[config.mk]
export PLATFORM = sky130hd
export DESIGN_NAME = als_sample_avg_flat
export DESIGN_NICKNAME = d
export VERILOG_FILES = /design/src/rtl/als_sample_avg_if.sv /design/src/rtl/als_sample_avg.sv /design/src/flat_wrapper.sv
export SDC_FILE = /design/constraint.sdc
export NUM_CORES = 1
export LEC_CHECK = 0
export ABC_AREA = 0
export CAP_MARGIN = 5
export CORE_MARGIN = 2
export CORE_UTILIZATION = 50
export DETAILED_ROUTE_END_ITERATION = 7
export HOLD_SLACK_MARGIN = 0.03
export PLACE_DENSITY_LB_ADDON = 0.25
export SLEW_MARGIN = 40
export SYNTH_ARGS = -nofsm -noshare
export SYNTH_HDL_FRONTEND = slang
export SYNTH_SLANG_ARGS = --single-unit
[constraint.sdc]
create_clock -name clk -period 4.4 [get_ports clk]
set_input_delay 0.88 -clock clk [delete_from_list [all_inputs] [get_ports clk]]
set_output_delay 0.88 -clock clk [all_outputs]
set_load 0.01 [all_outputs]
[src/rtl/als_sample_avg_if.sv]
// als_sample_avg_if: conversion request/response handshake between the averager and the SPI light-sensor master
interface als_sample_avg_if #(
    parameter int W = 8
);
    logic         spi_valid;
    logic         spi_ready;
    logic [W-1:0] spi_data;
    modport master(output spi_valid, input spi_ready, input spi_data);
    modport slave(input spi_valid, output spi_ready, output spi_data);
endinterface

[src/rtl/als_sample_avg.sv]
// als_sample_avg: periodic SPI sample acquisition with moving-window average and running min/max
module als_sample_avg #(
    parameter int SAMPLE_W = 8,
    parameter int LOG2_WIN = 3,
    parameter int PERIOD   = 100000,
    parameter int TIMEOUT  = 4096
) (
    input  logic                clk,
    input  logic                rst,
    input  logic                enable,
    input  logic                clr_err,
    als_sample_avg_if.master    spi,
    output logic [SAMPLE_W-1:0] avg_out,
    output logic                avg_valid,
    output logic [SAMPLE_W-1:0] min_out,
    output logic [SAMPLE_W-1:0] max_out,
    output logic [15:0]         sample_cnt,
    output logic                timeout_err
);
    localparam int WIN   = 1 << LOG2_WIN;
    localparam int SUM_W = SAMPLE_W + LOG2_WIN;
    localparam int PW    = $clog2(PERIOD);
    localparam int TW    = $clog2(TIMEOUT);
    localparam logic [PW-1:0] PER_LAST = PW'(PERIOD - 1);
    localparam logic [TW-1:0] TO_LAST  = TW'(TIMEOUT - 1);

    typedef enum logic [2:0] {IDLE, WAIT_TICK, REQ, RELEASE, UPDATE} state_t;

    state_t              state_q, state_d;
    logic [PW-1:0]       per_q, per_d;
    logic [TW-1:0]       to_q, to_d;
    logic [SAMPLE_W-1:0] smp_q, smp_d;
    logic                got_q, got_d;
    logic [SUM_W-1:0]    sum_q, sum_d;
    logic [LOG2_WIN:0]   fill_q, fill_d;
    logic [LOG2_WIN-1:0] ptr_q, ptr_d;
    logic [SAMPLE_W-1:0] min_q, min_d, max_q, max_d;
    logic [15:0]         cnt_q, cnt_d;
    logic [SAMPLE_W-1:0] avg_q, avg_d;
    logic                avgv_q, avgv_d;
    logic                err_q, err_d;
    logic                set_err;
    logic [SAMPLE_W-1:0] buf_q [WIN];
    logic                full;
    logic [SUM_W-1:0]    new_sum;

    // fill saturates at exactly WIN, so its top bit alone marks a full window
    assign full    = fill_q[LOG2_WIN];
    assign new_sum = sum_q - SUM_W'(full ? buf_q[ptr_q] : '0) + SUM_W'(smp_q);

    always_comb begin
        state_d = state_q;
        per_d   = '0;
        to_d    = '0;
        smp_d   = smp_q;
        got_d   = got_q;
        sum_d   = sum_q;
        fill_d  = fill_q;
        ptr_d   = ptr_q;
        min_d   = min_q;
        max_d   = max_q;
        cnt_d   = cnt_q;
        avg_d   = avg_q;
        avgv_d  = 1'b0;
        set_err = 1'b0;
        case (state_q)
            IDLE: if (enable) begin
                sum_d   = '0;
                fill_d  = '0;
                ptr_d   = '0;
                min_d   = '0;
                max_d   = '0;
                cnt_d   = '0;
                state_d = WAIT_TICK;
            end
            WAIT_TICK: begin
                per_d   = per_q + 1'b1;
                state_d = !enable ? IDLE : (per_q == PER_LAST) ? REQ : WAIT_TICK;
            end
            REQ: begin
                to_d = to_q + 1'b1;
                if (spi.spi_ready) begin
                    smp_d   = spi.spi_data;
                    got_d   = 1'b1;
                    state_d = RELEASE;
                end else if (to_q == TO_LAST) begin
                    set_err = 1'b1;
                    got_d   = 1'b0;
                    state_d = RELEASE;
                end
            end
            RELEASE: if (!spi.spi_ready) state_d = got_q ? UPDATE : enable ? WAIT_TICK : IDLE;
            UPDATE: begin
                sum_d   = new_sum;
                ptr_d   = ptr_q + 1'b1;
                fill_d  = full ? fill_q : fill_q + 1'b1;
                cnt_d   = cnt_q + 16'd1;
                min_d   = (fill_q == '0 || smp_q < min_q) ? smp_q : min_q;
                max_d   = (fill_q == '0 || smp_q > max_q) ? smp_q : max_q;
                avgv_d  = fill_d[LOG2_WIN];
                avg_d   = fill_d[LOG2_WIN] ? SAMPLE_W'(new_sum >> LOG2_WIN) : avg_q;
                state_d = enable ? WAIT_TICK : IDLE;
            end
            default: state_d = IDLE;
        endcase
        err_d = set_err | (err_q & ~clr_err);
    end

    always_ff @(posedge clk) begin
        if (rst) begin
            state_q <= IDLE;
            per_q   <= '0;
            to_q    <= '0;
            smp_q   <= '0;
            got_q   <= 1'b0;
            sum_q   <= '0;
            fill_q  <= '0;
            ptr_q   <= '0;
            min_q   <= '0;
            max_q   <= '0;
            cnt_q   <= '0;
            avg_q   <= '0;
            avgv_q  <= 1'b0;
            err_q   <= 1'b0;
            for (int i = 0; i < WIN; i++) buf_q[i] <= '0;
        end else begin
            state_q <= state_d;
            per_q   <= per_d;
            to_q    <= to_d;
            smp_q   <= smp_d;
            got_q   <= got_d;
            sum_q   <= sum_d;
            fill_q  <= fill_d;
            ptr_q   <= ptr_d;
            min_q   <= min_d;
            max_q   <= max_d;
            cnt_q   <= cnt_d;
            avg_q   <= avg_d;
            avgv_q  <= avgv_d;
            err_q   <= err_d;
            if (state_q == UPDATE) buf_q[ptr_q] <= smp_q;
        end
    end

    assign spi.spi_valid = (state_q == REQ);
    assign avg_out       = avg_q;
    assign avg_valid     = avgv_q;
    assign min_out       = min_q;
    assign max_out       = max_q;
    assign sample_cnt    = cnt_q;
    assign timeout_err   = err_q;
endmodule

[src/flat_wrapper.sv]
// flat-port wrapper written by rule: the top's interface ports become plain ports
module als_sample_avg_flat 
#(
    parameter int SAMPLE_W = 8,
    parameter int LOG2_WIN = 3,
    parameter int PERIOD   = 100000,
    parameter int TIMEOUT  = 4096
)
  (clk, rst, enable, clr_err, avg_out, avg_valid, min_out, max_out, sample_cnt, timeout_err, spi_spi_valid, spi_spi_ready, spi_spi_data);
  als_sample_avg_if #(.W(8)) spi_i ();
  input  logic clk;
  input  logic rst;
  input  logic enable;
  input  logic clr_err;
  output logic [SAMPLE_W-1:0] avg_out;
  output logic avg_valid;
  output logic [SAMPLE_W-1:0] min_out;
  output logic [SAMPLE_W-1:0] max_out;
  output logic [15:0] sample_cnt;
  output logic timeout_err;
  output wire logic [$bits(spi_i.spi_valid)-1:0] spi_spi_valid;
  input wire logic [$bits(spi_i.spi_ready)-1:0] spi_spi_ready;
  input wire logic [$bits(spi_i.spi_data)-1:0] spi_spi_data;
  assign spi_spi_valid = spi_i.spi_valid;
  assign spi_i.spi_ready = spi_spi_ready;
  assign spi_i.spi_data = spi_spi_data;
  als_sample_avg #(.SAMPLE_W(SAMPLE_W), .LOG2_WIN(LOG2_WIN), .PERIOD(PERIOD), .TIMEOUT(TIMEOUT)) u_core (.clk(clk), .rst(rst), .enable(enable), .clr_err(clr_err), .spi(spi_i), .avg_out(avg_out), .avg_valid(avg_valid), .min_out(min_out), .max_out(max_out), .sample_cnt(sample_cnt), .timeout_err(timeout_err));
endmodule
==> run_results.csv <==
group,metric,value,unit
status,outcome,"completed",
critical_path,cp.depth,14,
place,port_buffers,55,
sta,hold_viol_final,0,
synth,synth_mux_area_share,5.76,%
cells_and_area,utilization,59.9,%
routing,dr_total_vias,6350,
critical_path,critPathKind,"register to register",
floorplan,std_cell_rows,46,
clocking,h-tree-depth,4,
critical_path,critical_path_arrival,4.23,ns
pwr,seq_power_share,51.8,%
sta,fmax,259,MHz
critical_path,path_buf_inv,2,
synth,synthAdderAreaFrac,6.81,%
synth,synth-simple-area-share,21.4,%
synth,syn_inst,820,
routing,routed_via_density,5.76,
critical_path,crit_required,4.77,ns
critical_path,reg2reg_to,"u_core.avg_out[5]",
sta,rsz0062_at_grt,"no",
clocking,postCtsSetupBuffers,0,
grt,grt_pass1_wl,32.4,mm
sta,slew_headroom,51.4,%
routing,wl_per_cell,18.1,um
synth,synth-main-ff-cell,"dfxtp_1",
sta,period_minus_slack,3.86,ns
synth,ys_types,61,
critical_path,critPathLaunchType,"register",
floorplan,die-width,132,um
critical_path,path_cells,"mux4_2 -> mux2i_1 -> nor2b_1 -> ha_1 -> inv_1 -> ha_1 -> inv_1 -> fa_1 -> nor2b_1 -> o2111ai_1 -> nand3b_1 -> a31oi_1 -> or4_1 -> nand3_1",
cells_and_area,insertedDiodeCount,0,
place,hpwl,13.8,mm
pwr,power_density,333,nW/um2
clocking,clock-sinks,168,
routing,wl,19.9,mm
synth,synth_nets,873,
grt,grt_usage,23.5,%
pwr,pwr-share-clk,45.6,%
routing,dr.max_layer_used,"met4",
grt,grt_pass1_vias,6387,
sta,setup_tns,0,ns
synth,synth_top_family_by_area,"simple AND/OR/NAND/NOR gates",
critical_path,critical_path.endpoint,"u_core.avg_out[5]",
synth,synth_edf_count,64,
critical_path,max_stage_delay,0.73,ns
synth,syn_area_per_cell,10.0,um2
critical_path,crit_fanout,10,
sta,final_max_slew_viol_count,0,
clocking,cts-root-buf,"clkbuf_16",
critical_path,crit_path_end_kind,"register",
clocking,clk_pin_slew,0.06,ns
pwr,p_sw,0.685,mW
grt,grt_max_degree,36,
floorplan,die-area,17500,um2
clocking,numCtsBuffers,17,
floorplan,die_h,132,um
clocking,holdBufCountCts,0,
floorplan,core-area,16000,um2
floorplan,ios,56,
sta,final-setup-viol-count,0,
job,cap_viol_max_count,0,
routing,met1_length,8.36,mm
grt,grt_overflow,0,
routing,met3RoutedLength,1.11,mm
grt,antenna_found_initial,0,
place,dpl.cell_count,1070,
pwr,combPwrFrac,2.6,%
sta,worst_slew_pin_slew,0.722,ns
synth,synth.yosys.warnings,0,
routing,first_pass_iters,5,
critical_path,rrSetupSlack,0.54,ns
routing,drt_iter0_drc,576,
pwr,ir_drop,0.000284,V
hold_path,hold_path_class,"register to register",
floorplan,initial_core_util,51.4,%
pwr,power.leakage,3.30,nW
cells_and_area,drive_above_1_share,10.2,%
clocking,cts_max_path_buffers,2,
synth,async_reset_ff_share,0,%
routing,drc,0,
clocking,ctsResizeCount,0,
pwr,internal_power,2.51,mW
routing,wl_met2,9.94,mm
sta,period_share,87.6,%
cells_and_area,syn2layout_area_growth,16.5,%
sta,fin_worst_skew,0.00688,ns
critical_path,critPathTopFamily,"simple AND/OR/NAND/NOR gates",
hold_path,hold_depth,2,
cells_and_area,final_cells,1102,
synth,synth_compound_area_share,9.67,%
clocking,tritoncts,"built",
routing,antenna_left,0,
critical_path,crit_path_top_delay_cell,"dfxtp_1",
cells_and_area,nets,926,
place,gp_congestion,0.869,
clocking,clk_latency,0.43,ns
synth,synth_xor_area_share,3.25,%
synth,synth_seq_cells,168,
synth,syn_area,8230,um2
critical_path,ff2ff_path_depth,14,
pwr,p_sw_share,21.4,%
synth,ys_seq_area_share,48.7,%
-- metrics by stage --
stage | cell area [um2] | power (mW) | setup WS (ns) | hold slack [ns]
after detailed placement | 9000 | 1.77 | 0.549 | 0.452
after CTS | 9580 | 3.21 | 0.529 | 0.463
final | 9590 | 3.19 | 0.545 | 0.458
after global placement | 9000 | 1.77 | 0.677 | 0.439
after floorplan | 8230 | 1.74 | 0.796 | 0.425
after global routing | 9590 | 3.29 | 0.273 | 0.489
-- power by group through the flow --
stage                     Combinational, mW  Clock, mW  Sequential [mW]
after floorplan                      0.0561          0             1.68
after global placement               0.0799          0             1.69
after detailed placement             0.0824          0             1.69
after CTS                            0.0827       1.47             1.66
after global routing                 0.0888       1.54             1.66
final                                0.0834       1.46             1.66
-- cells by family (layout without fill, tap and decap cells) --
group           count (synthesis)  count (layout)
xor+xnor                       29              29
fa+ha+maj                      40              40
compound gates                129             129
mux                            27              27
simple gates                  338             338
flops                         168             168
buf+inv                        89             155
-- registers in the layout, summed over array words and instances, names as in the netlist, 3 cells and up, named ones only --
signal / cells
u_core.avg_out: 8
u_core.buf_q: 64
u_core.fill_q: 4
u_core.max_out: 8
u_core.min_out: 8
u_core.per_q: 17
u_core.ptr_q: 3
u_core.sample_cnt: 16
u_core.smp_q: 8
u_core.state_q: 3
u_core.sum_q: 11
u_core.to_q: 12
-- cells in the mapped netlist, types with 2 or more instances --
master | n | share of area [%]
nor4_1 | 25 | 1.9
o211ai_1 | 3 | 0.27
nand2_1 | 72 | 3.3
mux2_2 | 3 | 0.41
xnor2_1 | 13 | 1.4
inv_1 | 52 | 2.4
ha_1 | 32 | 4.9
o21ai_0 | 32 | 1.9
o21a_1 | 3 | 0.27
a21o_1 | 4 | 0.37
nand2b_1 | 7 | 0.53
a211oi_1 | 5 | 0.46
edfxtp_1 | 64 | 23
or3_1 | 15 | 1.1
a31oi_1 | 4 | 0.30
nand4b_1 | 2 | 0.21
and3_1 | 14 | 1.1
a21oi_1 | 50 | 3.0
nand3b_1 | 5 | 0.46
and2_1 | 31 | 2.4
a22o_1 | 15 | 1.6
buf_2 | 6 | 0.37
xor2_1 | 15 | 1.6
buf_6 | 2 | 0.27
nor2_2 | 3 | 0.23
nand3_1 | 19 | 1.2
dfxtp_1 | 104 | 25
or2_2 | 11 | 0.84
mux4_2 | 16 | 4.4
nand4_1 | 14 | 1.1
clkbuf_1 | 26 | 1.2
mux2i_1 | 8 | 0.97
a22oi_1 | 2 | 0.18
nor2_1 | 68 | 3.1
nor3_1 | 31 | 1.9
buf_1 | 2 | 0.091
nor2b_1 | 11 | 0.84
fa_1 | 8 | 1.9
-- worst register-to-register path, stage by stage, from the launching register on --
cell and delay (ns):
dfxtp_1 0.73, mux4_2 0.60, mux2i_1 0.15, nor2b_1 0.07, ha_1 0.27, inv_1 0.06
ha_1 0.19, inv_1 0.07, fa_1 0.42, nor2b_1 0.18, o2111ai_1 0.16, nand3b_1 0.17
a31oi_1 0.15, or4_1 0.49, nand3_1 0.09
-- cell type report --
cell class | count | area, um2
Multi-Input combinational cell | 563 | 3870
Fill cell | 1372 | 6410
Inverter | 52 | 195
Sequential cell | 168 | 4000
Timing Repair Buffer | 71 | 666
Clock inverter | 10 | 60.1
Clock buffer | 22 | 518
Tap cell | 216 | 270
-- worst min path at each step --
stage,startpoint,endpoint,slack [ns]
CTS,u_core.avg_out[2],u_core.avg_out[2],0.46
global route,u_core.avg_out[0],u_core.avg_out[0],0.49
finish,u_core.avg_out[2],u_core.avg_out[2],0.46
floorplan,u_core.sum_q[1],u_core.sum_q[1],0.43
detailed placement,u_core.to_q[0],u_core.to_q[0],0.45
global placement,u_core.per_q[0],u_core.per_q[0],0.44
-- cells in the final DEF (no fill, tap or decap), types with 14 or more instances in the layout --
master           synthesis  final
nand4_1                 14     14
or3_1                   15     15
o21ai_0                 32     32
edfxtp_1                64     64
nor4_1                  25     25
mux4_2                  16     16
clkbuf_16                0     20
a21oi_1                 50     50
nand2_1                 72     72
and3_1                  14     14
xor2_1                  15     15
clkdlybuf4s50_1          0     54
nand3_1                 19     19
and2_1                  31     31
inv_1                   52     52
buf_4                    1     16
ha_1                    32     32
nor2_1                  68     68
nor3_1                  31     31
a22o_1                  15     15
dfxtp_1                104    104
-- metal layers --
metal	vias up	global-route usage (%)
li1	3038	-
met1	3068	29.3
met2	202	39.8
met3	42	5.42
met4	0	9.02
met5	-	0
No activity file was read; power rests on OpenSTA's default activity.
